<file path="src/rtl/bloom_pkg.sv">
// Shared Bloom-filter definitions used by bloom_set, bloom_filter and
// bloom_match_collector.
package bloom_pkg;

  localparam int unsigned KEY_W           = 59;
  localparam int unsigned HASH_W          = 7;
  localparam int unsigned NUM_HASH        = 9;
  localparam int unsigned BLOOM_MATCH_LAT = 1;
  localparam int unsigned BLOOM_TAG_W     = 8;

  // One lookup result: the key's tag and whether the filter reported a hit.
  typedef struct packed {
    logic [BLOOM_TAG_W-1:0] tag;
    logic                   match;
  } bloom_res_t;

endpackage

</file>
<file path="src/rtl/bloom_result_fifo.sv">
// Synchronous result FIFO with an occupancy count output. The head entry is
// read straight from register storage, so the outputs have no combinational
// path from push/pop. Entries become visible the cycle after they are pushed.
module bloom_result_fifo
  import bloom_pkg::*;
#(
  parameter int unsigned WIDTH = $bits(bloom_res_t),
  parameter int unsigned DEPTH = 8
) (
  input  logic                         clk,
  input  logic                         rst,
  input  logic                         push,
  input  logic [WIDTH-1:0]             push_data,
  input  logic                         pop,
  output logic [WIDTH-1:0]             head,
  output logic                         valid,
  output logic [$clog2(DEPTH+1)-1:0]   count
);

  localparam int unsigned AW = (DEPTH > 1) ? $clog2(DEPTH) : 1;
  localparam int unsigned CW = $clog2(DEPTH+1);

  logic [WIDTH-1:0] mem [DEPTH];
  logic [AW-1:0]    wr_ptr;
  logic [AW-1:0]    rd_ptr;
  logic             pop_ok;

  // A pop on an empty FIFO is ignored.
  assign pop_ok = pop & (count != '0);
  assign valid  = (count != '0);
  assign head   = mem[rd_ptr];

  // Storage; cleared on reset so the head reads zero while empty after reset.
  always_ff @(posedge clk or posedge rst) begin
    if (rst) begin
      for (int unsigned i = 0; i < DEPTH; i++) mem[i] <= '0;
    end else if (push) begin
      mem[wr_ptr] <= push_data;
    end
  end

  // Pointers wrap naturally (power-of-two depth); simultaneous push/pop keeps count.
  always_ff @(posedge clk or posedge rst) begin
    if (rst) begin
      wr_ptr <= '0;
      rd_ptr <= '0;
      count  <= '0;
    end else begin
      if (push)   wr_ptr <= wr_ptr + AW'(1);
      if (pop_ok) rd_ptr <= rd_ptr + AW'(1);
      case ({push, pop_ok})
        2'b10:   count <= count + CW'(1);
        2'b01:   count <= count - CW'(1);
        default: count <= count;
      endcase
    end
  end

endmodule

</file>
<file path="src/rtl/bloom_match_collector.sv">
// Collects bloom_set match results: re-aligns each match bit with the tag of
// the key presented MATCH_LAT cycles earlier, buffers {tag, match} in a FIFO,
// issues credits to the key source and keeps hit/miss/drop statistics.
// Optional feature macro: BLOOM_COLLECT_STATS_EN (statistics counters and
// drop flag). Without it the statistics outputs are tied to zero.
module bloom_match_collector
  import bloom_pkg::*;
#(
  parameter int unsigned TAG_W      = BLOOM_TAG_W,
  parameter int unsigned MATCH_LAT  = BLOOM_MATCH_LAT,
  parameter int unsigned FIFO_DEPTH = 8,
  parameter int unsigned CNT_W      = 32
) (
  input  logic             clk_i,
  input  logic             rst_i,
  input  logic             key_valid_i,
  input  logic [TAG_W-1:0] key_tag_i,
  input  logic             match_i,
  output logic             key_ready_o,
  output logic             res_valid_o,
  input  logic             res_ready_i,
  output logic [TAG_W-1:0] res_tag_o,
  output logic             res_match_o,
  input  logic             clr_cnt_i,
  output logic [CNT_W-1:0] hit_cnt_o,
  output logic [CNT_W-1:0] miss_cnt_o,
  output logic [CNT_W-1:0] drop_cnt_o,
  output logic             drop_o
);

  localparam int unsigned CW = $clog2(FIFO_DEPTH+1);

  typedef struct packed {
    logic [TAG_W-1:0] tag;
    logic             match;
  } res_t;

  logic [MATCH_LAT-1:0] dl_valid;
  logic [TAG_W-1:0]     dl_tag [MATCH_LAT];
  logic [CW-1:0]        fifo_count;
  int unsigned          occupancy;
  logic                 accept;
  logic                 drop;
  logic                 push;
  res_t                 push_data;
  res_t                 head;

  // Credit: buffered results plus keys still in the delay line must fit the FIFO.
  always_comb begin
    occupancy = 32'(fifo_count);
    for (int unsigned i = 0; i < MATCH_LAT; i++) occupancy += 32'(dl_valid[i]);
    key_ready_o = (occupancy < FIFO_DEPTH);
  end

  assign accept    = key_valid_i & key_ready_o;
  assign drop      = key_valid_i & ~key_ready_o;
  assign push      = dl_valid[MATCH_LAT-1];
  assign push_data = '{tag: dl_tag[MATCH_LAT-1], match: match_i};

  // Delay line carrying {valid, tag} alongside the bloom_set pipeline.
  always_ff @(posedge clk_i or posedge rst_i) begin
    if (rst_i) begin
      dl_valid <= '0;
      for (int unsigned i = 0; i < MATCH_LAT; i++) dl_tag[i] <= '0;
    end else begin
      dl_valid[0] <= accept;
      dl_tag[0]   <= key_tag_i;
      for (int unsigned i = 1; i < MATCH_LAT; i++) begin
        dl_valid[i] <= dl_valid[i-1];
        dl_tag[i]   <= dl_tag[i-1];
      end
    end
  end

  bloom_result_fifo #(
    .WIDTH($bits(res_t)),
    .DEPTH(FIFO_DEPTH)
  ) u_fifo (
    .clk       (clk_i),
    .rst       (rst_i),
    .push      (push),
    .push_data (push_data),
    .pop       (res_ready_i),
    .head      (head),
    .valid     (res_valid_o),
    .count     (fifo_count)
  );

  assign res_tag_o   = head.tag;
  assign res_match_o = head.match;

`ifdef BLOOM_COLLECT_STATS_EN
  logic [CNT_W-1:0] hit_cnt;
  logic [CNT_W-1:0] miss_cnt;
  logic [CNT_W-1:0] drop_cnt;
  logic             drop_flag;

  // Saturating statistics; a clear in the same cycle as an increment wins.
  always_ff @(posedge clk_i or posedge rst_i) begin
    if (rst_i) begin
      hit_cnt   <= '0;
      miss_cnt  <= '0;
      drop_cnt  <= '0;
      drop_flag <= 1'b0;
    end else if (clr_cnt_i) begin
      hit_cnt   <= '0;
      miss_cnt  <= '0;
      drop_cnt  <= '0;
      drop_flag <= 1'b0;
    end else begin
      if (push &  match_i && !(&hit_cnt))  hit_cnt  <= hit_cnt  + CNT_W'(1);
      if (push & ~match_i && !(&miss_cnt)) miss_cnt <= miss_cnt + CNT_W'(1);
      if (drop && !(&drop_cnt))            drop_cnt <= drop_cnt + CNT_W'(1);
      if (drop)                            drop_flag <= 1'b1;
    end
  end

  assign hit_cnt_o  = hit_cnt;
  assign miss_cnt_o = miss_cnt;
  assign drop_cnt_o = drop_cnt;
  assign drop_o     = drop_flag;
`else
  logic unused_clr;
  assign unused_clr = clr_cnt_i;
  assign hit_cnt_o  = '0;
  assign miss_cnt_o = '0;
  assign drop_cnt_o = '0;
  assign drop_o     = 1'b0;
`endif

endmodule

</file>
<file path="config.mk">
export PLATFORM = sky130hd
export DESIGN_NAME = bloom_match_collector
export DESIGN_NICKNAME = d
export VERILOG_FILES = /design/src/rtl/bloom_pkg.sv /design/src/rtl/bloom_result_fifo.sv /design/src/rtl/bloom_match_collector.sv
export SDC_FILE = /design/constraint.sdc
export NUM_CORES = 1
export LEC_CHECK = 0
export ABC_AREA = 1
export BUFFER_PORTS_ARGS = -buffer_cell sky130_fd_sc_hd__buf_2
export CAP_MARGIN = 10
export CORE_ASPECT_RATIO = 0.8
export CORE_MARGIN = 3
export CORE_UTILIZATION = 54
export DETAILED_ROUTE_END_ITERATION = 12
export GPL_ROUTABILITY_DRIVEN = 0
export PLACE_DENSITY = 0.78
export SYNTH_ARGS = -nofsm -noshare
export SYNTH_HDL_FRONTEND = slang
export SYNTH_SLANG_ARGS = --single-unit
export TNS_END_PERCENT = 5
</file>
<file path="constraint.sdc">
create_clock -name clk_i -period 4.5 [get_ports clk_i]
set_input_delay 0.675 -clock clk_i [delete_from_list [all_inputs] [get_ports clk_i]]
set_output_delay 0.675 -clock clk_i [all_outputs]
set_load 0.02 [all_outputs]
</file>
Yosys cells after proc, flatten, opt, wreduce, memory -nomap -nowiden:

Index checks and enable logic that the tools add are counted.

* bits in registers: 91
* bits in latches: 0
* bits in writable memories: 0
* ROM bits: 0
* logic and storage cells: 38
* memories kept: 0

* add/sub/neg operators: 5
* multiply operators: 0
* div/mod/pow operators: 0
* magnitude comparators: 4
* equal/unequal tests: 2
* shift-type cells: 0
* muxes and demuxes: 7
* bitwise logic cells: 4
* reduce and logical (&&, ||, !) cells: 3

Operators with widths (number)
* 72-bit bitwise mux: 1
* 9-bit binary-select mux with 3-bit select: 1
* 9-bit demux with 3-bit select: 1
* 9-bit two-way mux: 3
* 4-bit greater-or-equal comparator, second input constant: 2
* 3-bit inverter with 4-bit output: 2
* 4-bit case mux with 2 select lines: 1
* 3-bit by 1-bit adder with 3-bit output, second input constant: 2
* 4-bit by 1-bit adder with 5-bit output: 1
* 5-bit by 4-bit less-than comparator with 1-bit output, second input constant: 1
* 4-bit by 1-bit adder with 4-bit output, second input constant: 1
* 4-bit by 1-bit less-than comparator with 1-bit output, second input constant: 1
* 4-bit nonzero test: 1
* 4-bit by 1-bit subtractor with 4-bit output, second input constant: 1
* 1-bit AND: 2
* 2-bit by 1-bit equality test with 1-bit output, second input constant: 1
* 2-bit equality test, second input constant: 1
* 2-bit nonzero test: 1
* 1-bit logical AND: 1

Longest topological paths before layout:

Gate-level depths: netlist (run 1).

* word-level depth: 6
* mapped depth: 13
* depth with buffers taken out: 13

Hierarchy:

From an unflattened synthesis (run 1), not the netlist that was laid out.

* cells, all modules: 574
* area, all modules: 4770.8 um^2

By module, submodules not included
* bloom_result_fifo: instances 1, cells each 460, area an instance 3778.6 um^2
* bloom_match_collector: instances 1, cells each 114, area an instance 992.2 um^2

Worst setup path after synthesis (run 1):

No wires, ideal clock.

* kind: flip-flop to flip-flop
* from: register u_fifo.count[0]
* to: register u_fifo.count[2]
* setup time: 0.128 ns
* arrival: 1.821 ns
* required time: 4.372 ns
* path slack: 2.551 ns
* cell stages (with the launch flop): 12
* buffers on the path: 0
* clock period less this slack: 1.949 ns
* cell sequence: dfrtp_1 -> nor2_1 -> nand3_1 -> nand2_1 -> inv_1 -> ha_1 -> nand2_1 -> nand2_1 -> ha_1 -> a21oi_1 -> xor2_1 -> o21ai_0

* word-level cells in the longest chain between the ends: 4

RTL lines
* start: declaration: RTL line bloom_result_fifo.sv:17 `output logic [$clog2(DEPTH+1)-1:0] count`
* start signal: assignment: RTL line bloom_result_fifo.sv:52 `2'b10: count <= count + CW'(1);`
* start signal: assignment: RTL line bloom_result_fifo.sv:53 `2'b01: count <= count - CW'(1);`
* start signal: assignment: RTL line bloom_result_fifo.sv:54 `default: count <= count;`
* 4-bit nonzero test (*)
* net res_valid_o: RTL line bloom_match_collector.sv:20 `output logic res_valid_o,`
* 1-bit AND (*): RTL line bloom_result_fifo.sv:29 `assign pop_ok = pop & (count != '0);`
* 2-bit by 1-bit equality test with 1-bit output / 2-bit equality test (equally long branches): RTL line bloom_result_fifo.sv:51 `case ({push, pop_ok})`
* 4-bit case mux with 2 select lines / 2-bit nonzero test (equally long branches)

Mark *: on every way through the listed nets, which the timed path passes. The rest lies on a longest branch.
A chain may end at the register's enable or synchronous reset.

Worst setup path in the final report (run 1):

* from: register u_fifo.rd_ptr[2]
* to: output port res_match_o

* word-level cells in the longest chain between the ends: 4

RTL lines
* start: declaration: RTL line bloom_result_fifo.sv:25 `logic [AW-1:0] rd_ptr;`
* start signal: assignment: RTL line bloom_result_fifo.sv:50 `if (pop_ok) rd_ptr <= rd_ptr + AW'(1);`
* 3-bit inverter with 4-bit output (implied by the code): RTL line bloom_result_fifo.sv:31 `assign head = mem[rd_ptr];`
* 9-bit binary-select mux with 3-bit select: RTL line bloom_result_fifo.sv:31
* 9-bit two-way mux (implied by the code) (2 in a row): RTL line bloom_result_fifo.sv:31
* end: declaration: RTL line bloom_match_collector.sv:23 `output logic res_match_o,`

No other way between the ends. The select of a mux whose other input is x is not followed.

==> flow_metrics.py, run 1 <==
metrics = {
    "global_routing": {
        "grt_start_max_net_pins": 62,
        "gr-total-overflow": 0,
        "grt_first_pass_wirelength_mm": 15.8,
        "antenna_found_initial": 0,
        "track_usage_pct": 19.7,
        "grt_pass1_vias": 3131,
    },
    "floorplan": {
        "die_area_mm2": 0.0100,
        "dieHeight_um": 90.1,
        "start_util_pct": 55.8,
        "die_x_um": 111,
        "fp.coreArea_mm2": 0.00856,
        "pin_count": 122,
        "num_rows": 30,
    },
    "clock_network": {
        "cts_tree": "done",
        "numCtsBuffers": 9,
        "holdBufCountCts": 0,
        "root_buffer": "clkbuf_8",
        "clock_latency_ns": 0.36,
        "postCtsSetupBuffers": 0,
        "cts_buffer_depth": 2,
        "clock-sinks": 91,
        "cts_resized": 0,
        "clkTransAtPathRegs_ns": 0.09,
        "h-tree-depth": 3,
    },
    "cells_and_area": {
        "regArea_mm2": 0.00228,
        "multi_input_comb_area_mm2": 0.00194,
        "final_common_cell": "o21ai_0",
        "antenna_cells": 0,
        "final_cell_mix": "111 x o21ai_0, 110 x nand2_1, 97 x conb_1",
        "drive_gt1_share_pct": 9.78,
        "syn2layout_area_growth_pct": 0.602,
        "final_nets": 607,
        "post-route-cell-area_mm2": 0.00481,
        "final_cells": 705,
        "fill_cells": 765,
    },
    "yosys": {
        "ys_types": 29,
        "ys_warn_count": 0,
        "synth_flop_cell": "dfrtp_1",
        "async_reset_ff_share_pct": 100,
        "avgSynthCellArea_um2": 8.37,
        "synth_area_mm2": 0.00478,
        "synth_seq_cells": 91,
        "synth_edf_count": 0,
        "synth_cells": 571,
        "ys_seq_area_share_pct": 47.6,
    },
    "worst_hold_path": {
        "whs_endpoint": "dl_tag[3]",
        "hp-start": "key_tag_i[3]",
        "hold_class": "in2reg",
        "min_path_cells": 1,
    },
    "power_and_ir_drop": {
        "p_sw_uw": 1540,
        "power.total_uw": 3520,
        "seq_power_share_pct": 40.0,
        "clkPwrFrac_pct": 17.0,
        "p_int_uw": 1980,
        "leakage_uw": 0.00245,
        "powerDensity_mw_per_mm2": 732,
        "switching_share_pct": 43.8,
        "peakVddDrop_mv": 0.474,
        "p_comb_share_pct": 42.9,
    },
    "timing": {
        "finalHoldViolations": 0,
        "skew_ns": 0.0121,
        "timing.fmax_mhz": 373,
        "final-max-slew-violation-count": 0,
        "fin_crit_sh_pct": 59.6,
        "tightest_slew_ns": 1.04,
        "rsz0062_at_grt": "false",
        "fin_crit_ns": 2.68,
        "setup_viol": 0,
        "slew_headroom_pct": 31.0,
        "timing.setup.tns_ns": 0,
    },
    "worst_setup_path": {
        "cpMostUsedCell": "nand2_1",
        "cp_cell_sequence": "clkinv_1 -> nand2_1 -> nand2_1 -> buf_2",
        "r2r_setup_slack_ns": 2.34,
        "end_kind": "output port",
        "worstReg2RegEnd": "u_fifo.count[2]",
        "start_kind": "flop",
        "slowest_stage": "dfrtp_1",
        "critical-path-top-delay-family": "buffers and inverters",
        "arrival_ns": 2.01,
        "worst_r2r_path_depth": 11,
        "slowest_delay_ns": 0.66,
        "path_max_fanout": 10,
        "cp.buffers_inverters": 2,
        "required_ns": 3.83,
        "r2r_start": "u_fifo.count[0]",
        "worst-path-stages": 4,
        "critPathKind": "reg2out",
    },
    "place": {
        "place_hpwl_mm": 6.29,
        "place_inst": 689,
        "port_buffers": 23,
        "placed_cell_area_mm2": 0.00459,
    },
    "run": {
        "cap_viol_max_count": 0,
    },
    "drt": {
        "wirelength_mm": 9.77,
        "vias": 3551,
        "drt_iter0_markers": 257,
        "drtPass1Iterations": 5,
        "drt_drc_violations_left": 0,
        "avgViaCountPerCell": 5.04,
        "ant_nets": 0,
        "drt-wirelength-per-cell_um": 13.9,
    },
    "status": {
        "status": "finished clean",
    },
}
[kinds of logic after synthesis]
logic type                 count (synthesis)  share of synthesized area [%]
AOI/OAI and AO/OA                        130                           13.7
xor gates and xnor gates                   7                           1.28
adders and majority gates                  5                           1.31
buffers and inverters                    141                           19.3
DFF                                       91                           47.6
other                                      1                         0.0785
and+or+nand+nor                          196                           16.6
[state kept, by name, indices dropped and copies added (netlist names)]
name / count
dl_tag: 8
dl_valid: 1
u_fifo.count: 4
u_fifo.mem: 72
u_fifo.rd_ptr: 3
u_fifo.wr_ptr: 3
[cell usage after synthesis, types with 2 or more instances]
cell      instances  area share, %
clkinv_1          2           0.16
o21ai_0         111             12
dfrtp_1          91             48
xor2_1            6            1.1
inv_2             3           0.24
a21oi_1           9           0.94
buf_6             2           0.47
nand2_1         110            8.6
o21ai_1           9           0.94
ha_1              5            1.3
clkbuf_2          5           0.52
nor2_1           68            5.3
buf_2             5           0.52
buf_4            98             15
nand2_2           6           0.79
nand3_1           4           0.42
clkbuf_1          6           0.47
inv_1            19            1.5
nor2_2            2           0.26
[routing by layer]
metal | global-route usage [%] | vias to the layer above | part of all wire (%) | wire, µm
met5 | 0 | - | 0 | 0
met4 | 6.69 | 0 | 1.1 | 106
met3 | 4.71 | 14 | 11 | 1050
met2 | 30.9 | 194 | 47 | 4630
met1 | 27.1 | 1677 | 41 | 3980
li1 | - | 1666 | - | -
[through the flow]
step / setup WS (ns) / utilization, % / hold slack [ns]
6_report: 1.82 / 56.2 / 0.420
5_1_grt: 1.69 / 56.2 / 0.399
4_1_cts: 1.86 / 56.2 / 0.406
3_5_place_dp: 2.28 / 53.7 / 0.468
3_3_place_gp: 2.26 / 53.7 / 0.460
2_1_floorplan: 1.46 / - / 0.448
[worst max path at each step]
stage                      from            to  slack [ns]
2_1_floorplan             rst_i     dl_tag[0]        1.46
3_3_place_gp   u_fifo.rd_ptr[2]   res_match_o        2.26
3_5_place_dp   u_fifo.rd_ptr[0]  res_tag_o[5]        2.28
4_1_cts        u_fifo.rd_ptr[0]  res_tag_o[5]        1.86
5_1_grt        u_fifo.rd_ptr[0]  res_tag_o[5]        1.69
6_report       u_fifo.rd_ptr[2]   res_match_o        1.82
[cell type report]
| type | instances | area share (%) |
|---|---|---|
| Clock buffer | 10 | 2.65 |
| Clock inverter | 6 | 1.85 |
| Inverter | 24 | 1.90 |
| Multi-Input combinational cell | 435 | 40.3 |
| Sequential cell | 91 | 47.4 |
| Tap cell | 112 | 2.91 |
| Timing Repair Buffer | 27 | 3.02 |
[power by group through the flow]
stage                     sequential [µW]  clock (µW)  combinational [µW]
after floorplan                      1340           0                1220
after global placement               1390           0                1440
after global routing                 1450         648                1700
final                                1410         599                1510
after CTS                            1400         609                1510
after detailed placement             1420           0                1500
No activity file was read; power rests on OpenSTA's default activity.
==> run 2, diff against run 1 <==
Settings changed: CORE_UTILIZATION 54 to 48, PLACE_DENSITY 0.78 to 0.73.
Clock period 4.5 ns to 2.25 ns, I/O delays scaled along.
==> run 2 against run 1 <==
  * Setup slack worse by 1.7 ns
  * Clock-buffer cell count unchanged
  * Via count down 1.4%
  * First-iteration DRC count up 12%
  * Global-route usage down 1.9 points
  * Critical path depth up 3
  * Highest routed layer unchanged
==> flow_metrics.py, run 2 (synthesized netlist as in run 1, its figures left out) <==
metrics = {
    "timing": {
        "skew_ns": 0.00555,
        "layout_setup_ws_ns": 0.148,
        "fin_hold_ws_ns": 0.0120,
        "timing.setup.tns_ns": 0,
        "timing.fmax_mhz": 476,
        "final-max-slew-violation-count": 0,
        "rsz0062_at_grt": "false",
        "fin_crit_ns": 2.10,
        "finalHoldViolations": 0,
        "fin_crit_sh_pct": 93.4,
        "setup_viol": 0,
    },
    "cells_and_area": {
        "syn2layout_area_growth_pct": 4.03,
        "drive_gt1_share_pct": 10.9,
        "final_nets": 613,
        "largest_reg_flops": 72,
        "antenna_cells": 0,
        "regMostFlops": "u_fifo.mem",
        "final_cell_mix": "111 x o21ai_0, 110 x nand2_1, 97 x conb_1",
        "top_regs": "u_fifo.mem: 72 flops, dl_tag: 8 flops, u_fifo.count: 4 flops",
        "fill_cells": 862,
        "final_common_cell": "o21ai_0",
    },
    "power_and_ir_drop": {
        "peakVddDrop_mv": 0.892,
        "powerDensity_mw_per_mm2": 1470,
        "leakage_uw": 0.00251,
    },
    "worst_setup_path": {
        "worstReg2RegEnd": "u_fifo.count[2]",
        "critPathKind": "reg2out",
        "required_ns": 1.91,
        "worst_r2r_path_depth": 12,
        "end_kind": "output port",
        "r2r_setup_slack_ns": 0.22,
        "crit_end": "res_tag_o[7]",
        "crit_start": "u_fifo.rd_ptr[0]",
        "r2r_start": "u_fifo.count[1]",
        "arrival_ns": 1.76,
        "path_max_fanout": 6,
        "start_kind": "flop",
    },
    "clock_network": {
        "clock-sinks": 91,
        "cts_buffer_depth": 2,
        "numCtsBuffers": 9,
        "holdBufCountCts": 0,
        "clkTransAtPathRegs_ns": 0.06,
        "root_buffer": "clkbuf_16",
        "clock_latency_ns": 0.33,
        "cts_tree": "done",
        "h-tree-depth": 3,
    },
    "drt": {
        "drtPass1Iterations": 4,
        "vias": 3501,
        "wirelength_mm": 9.73,
        "drt_drc_violations_left": 0,
        "avgViaCountPerCell": 4.79,
        "ant_nets": 0,
        "drt_iter0_markers": 288,
        "drt-wirelength-per-cell_um": 13.3,
    },
    "place": {
        "place_ws_ns": 0.257,
        "place_hpwl_mm": 6.60,
        "port_buffers": 23,
    },
    "floorplan": {
        "die_area_mm2": 0.0112,
        "pin_count": 122,
        "dieHeight_um": 95.3,
        "start_util_pct": 50.9,
        "fp.coreArea_mm2": 0.00939,
        "die_x_um": 118,
        "num_rows": 31,
    },
    "global_routing": {
        "grt_pass1_vias": 3242,
        "grt_start_max_net_pins": 47,
        "gr-total-overflow": 0,
        "antenna_found_initial": 0,
        "track_usage_pct": 17.8,
        "grt_first_pass_wirelength_mm": 15.9,
    },
    "status": {
        "status": "finished clean",
    },
    "run": {
        "cap_viol_max_count": 0,
    },
    "worst_hold_path": {
        "hold_class": "in2async",
    },
}
run 2: changes by cell type in the layout (fill, tap and decap cells not counted):
cell / change
inv_6: -1
buf_4: +3
clkinv_1: -1
buf_8: +1
clkbuf_16: +9
clkbuf_8: -9
clkinvlp_4: +2
clkinv_4: +2
buf_12: +2
bufinv_16: -2
run 2: repair_timing:
item,in CTS,in global routing
setup endpoints to repair,0,8
setup buffers,0,1
gates resized for setup,0,3
run 2: power by group:
part | total (µW) | switching [µW] | internal (µW) | leakage (µW)
registers | 2790 | 441 | 2350 | 0.00112
clock network | 1370 | 618 | 748 | 0.000128
logic | 3160 | 2090 | 1070 | 0.00126
total | 7320 | 3150 | 4170 | 0.00251
run 2: final cells by class:
cell class	instances	area, µm²	area share [%]
clock buffers	10	229	4.60
clock inverters	6	42.5	0.856
inverters	24	97.6	1.96
multi-input cells	435	1940	39.0
flip-flops and latches	91	2280	45.8
well taps	132	165	3.32
repair buffers	33	223	4.48
run 2: worst min path at each step:
stage,from,endpoint,slack (ns),depth (start not counted)
floorplan,key_tag_i[0],dl_tag[0],0.37,0
global placement,rst_i,dl_tag[0],0.38,2
detailed placement,rst_i,dl_tag[0],0.38,2
CTS,rst_i,dl_tag[0],0.02,2
global route,rst_i,dl_tag[0],0.04,2
finish,rst_i,dl_tag[0],0.01,2
run 2: metrics by stage:
| step | utilization (%) | std cells | cell area (µm²) | power (µW) |
|---|---|---|---|---|
| after floorplan | - | 667 | 5140 | 5130 |
| after global placement | 49.9 | 714 | 4680 | 5760 |
| after detailed placement | 49.9 | 714 | 4680 | 5900 |
| after CTS | 52.8 | 730 | 4950 | 7290 |
| after global routing | 53.0 | 731 | 4970 | 7960 |
| final | 53.0 | 731 | 4970 | 7320 |
run 2: routing by layer:
layer	global-route usage (%)	routed length (µm)	up-vias
met2	28.9	4380	169
met4	4.10	142	0
met1	23.7	4370	1642
met5	0	0	-
li1	-	-	1677
met3	5.87	842	13
run 2: worst max-delay path: stages (launching register included):
cell,delay [ns]
dfrtp_1,0.44
clkinvlp_4,0.16
buf_4,0.17
o21ai_0,0.14
o21ai_0,0.14
nand2_1,0.08
nand2_1,0.12
buf_2,0.18
==> run 3, diff against run 2 <==
Settings changed: SYNTH_HIERARCHICAL set to 1.
==> run 3 against run 2 <==
  * Wire length increased by 1.8%
  * Combinational power about the same
  * Largest power group unchanged
  * Via count grew 0.86%
  * Global-route usage grew 0.36 points
  * Setup slack worse by 0.025 ns
  * Critical path depth did not move
==> flow_metrics.py, run 3 <==
metrics = {
    "status": {
        "status": "finished clean",
    },
    "worst_setup_path": {
        "cpMostUsedCell": "nand2_1",
        "slowest_stage": "dfrtp_1",
        "slowest_delay_ns": 0.42,
        "start_kind": "flop",
        "arrival_ns": 1.79,
        "cp_cell_sequence": "inv_2 -> buf_12 -> nor2_1 -> o21ai_0 -> nand2_1 -> nand2_1 -> buf_2",
        "required_ns": 1.91,
        "end_kind": "output port",
        "critPathKind": "reg2out",
        "path_max_fanout": 36,
    },
    "clock_network": {
        "cts_buffer_depth": 2,
        "clock-sinks": 91,
        "h-tree-depth": 3,
        "clkTransAtPathRegs_ns": 0.06,
        "postCtsSetupBuffers": 0,
        "root_buffer": "clkbuf_16",
        "cts_tree": "done",
        "numCtsBuffers": 9,
        "clock_latency_ns": 0.33,
    },
    "timing": {
        "final-max-slew-violation-count": 0,
        "slew_headroom_pct": 55.5,
        "finalHoldViolations": 0,
        "fin_hold_ws_ns": 0.106,
        "skew_ns": 0.00691,
        "fin_crit_ns": 2.13,
        "tightest_slew_ns": 0.665,
        "layout_setup_ws_ns": 0.123,
        "timing.fmax_mhz": 470,
        "rsz0062_at_grt": "false",
        "setup_viol": 0,
        "fin_crit_sh_pct": 94.5,
        "timing.setup.tns_ns": 0,
    },
    "cells_and_area": {
        "fill_cells": 834,
        "final_cells": 731,
        "final_nets": 613,
        "largest_reg_flops": 72,
        "drive_gt1_share_pct": 9.68,
        "top_regs": "u_fifo/mem: 72 flops, dl_tag: 8 flops, u_fifo/count: 4 flops",
        "syn2layout_area_growth_pct": 4.93,
        "final_cell_mix": "116 x o21ai_0, 111 x nand2_1, 97 x conb_1",
        "post-route-cell-area_mm2": 0.00501,
        "final_common_cell": "o21ai_0",
        "regMostFlops": "u_fifo/mem",
        "antenna_cells": 0,
    },
    "drt": {
        "ant_nets": 0,
        "wl_met1_mm": 4.25,
        "wl_met3_um": 752,
        "wirelength_mm": 9.90,
        "drt-wirelength-per-cell_um": 13.5,
        "vias": 3531,
        "drt_iter0_markers": 282,
        "drtPass1Iterations": 5,
        "top_layer": "met4",
        "avgViaCountPerCell": 4.83,
        "met2WireLength_mm": 4.80,
        "drt_drc_violations_left": 0,
    },
    "yosys": {
        "synthAdderAreaFrac_pct": 1.31,
        "synthSimpleGateAreaFrac_pct": 16.8,
        "synth.area.top_cells": "dfrtp_1 48%, buf_4 16%, o21ai_0 12%",
        "ys_warn_count": 6,
        "synth_mux_area_share_pct": 0,
        "ys_types": 26,
        "synth_xor_area_share_pct": 1.29,
        "synth.top_cell.area_share_pct": 47.7,
        "synth_cells": 574,
        "synth_edf_count": 0,
        "synth_seq_cells": 91,
        "avgSynthCellArea_um2": 8.31,
        "yosysTopAreaCell": "dfrtp_1",
        "synth_flop_cell": "dfrtp_1",
        "synth_compound_gate_area_share_pct": 13.6,
        "synth.most_common_cell": "o21ai_0",
        "synth_top_family_by_area": "buffers and inverters",
        "async_reset_ff_share_pct": 100,
        "ys_seq_area_share_pct": 47.7,
        "synthTopCellsByCount": "116 x o21ai_0, 111 x nand2_1, 99 x buf_4, 91 x dfrtp_1, 69 x nor2_1",
        "synth_area_mm2": 0.00477,
    },
    "power_and_ir_drop": {
        "powerDensity_mw_per_mm2": 1500,
        "peakVddDrop_mv": 0.796,
        "leakage_uw": 0.00253,
    },
    "floorplan": {
        "pin_count": 122,
        "dieHeight_um": 95.2,
        "start_util_pct": 51.0,
        "die_area_mm2": 0.0112,
        "fp.coreArea_mm2": 0.00935,
        "die_x_um": 117,
        "num_rows": 31,
    },
    "place": {
        "place_ws_ns": 0.290,
        "placed_cell_area_mm2": 0.00468,
        "place_hpwl_mm": 6.53,
        "place_inst": 714,
        "port_buffers": 23,
    },
    "run": {
        "cap_viol_max_count": 0,
    },
    "global_routing": {
        "grt_start_max_net_pins": 83,
        "grt_first_pass_wirelength_mm": 16.0,
        "antenna_found_initial": 0,
        "gr-total-overflow": 0,
        "grt_pass1_vias": 3195,
        "track_usage_pct": 18.2,
    },
    "worst_hold_path": {
        "hold_class": "in2reg",
    },
}
## run 3: area by class of cell
cell class / instances / area [µm²] / share of cell area [%]
tap: 132 / 165 / 3.30
sequential: 91 / 2280 / 45.5
clock buffer: 12 / 236 / 4.72
timing repair buffer: 30 / 211 / 4.22
multi-input combinational: 436 / 1940 / 38.7
clock inverter: 4 / 75.1 / 1.50
inverter: 26 / 101 / 2.02
## run 3: power breakdown
part / switching (µW) / internal (µW)
clock network: 590 / 974
registers: 441 / 2350
logic: 2100 / 1060
total: 3130 / 4380
## run 3: kinds of logic after synthesis
family          count (synthesis)
other cells                     1
simple gates                  197
xor+xnor                        7
compound gates                130
buf+inv                       143
fa+ha+maj                       5
flops                          91
## run 3: critical path: cells and delay by family, from the launching register on
| family | cells | cell delay (ns) |
|---|---|---|
| DFF | 1 | 0.42 |
| AOI/OAI and AO/OA | 1 | 0.28 |
| buffers and inverters | 3 | 0.48 |
| and+or+nand+nor | 3 | 0.27 |
## run 3: through the flow
stage / utilization [%] / power [µW]
floorplan: - / 5110
global placement: 50.1 / 5780
detailed placement: 50.1 / 5930
CTS: 53.5 / 7520
global route: 53.6 / 8140
finish: 53.6 / 7520
## run 3: path summary, 6_finish.rpt
path	slack, ns	cells past startpoint	to	start
setup / recovery	0.12	7	res_tag_o[0]	u_fifo/rd_ptr[0]
hold / removal	0.11	1	dl_tag[7]	key_tag_i[7]
setup reg to reg	0.26	11	u_fifo/count[2]	u_fifo/count[3]
hold reg to reg	0.48	2	u_fifo/mem[60]	u_fifo/mem[60]
max in group asynchronous	1.22	4	u_fifo/mem[2]	rst_i
min in group asynchronous	0.52	3	dl_valid	rst_i
## run 3: timing repair
item                                    4_1_cts  5_1_grt
endpoints found under the hold margin         9        0
gates resized for setup                       0        2
hold buffers                                  1        0
endpoints found under the setup margin        0        2
## run 3: routing by layer
metal	up-vias	track usage [%]
met1	1697	23.0
met5	-	0
li1	1674	-
met4	0	4.29
met2	150	32.4
met3	10	4.15
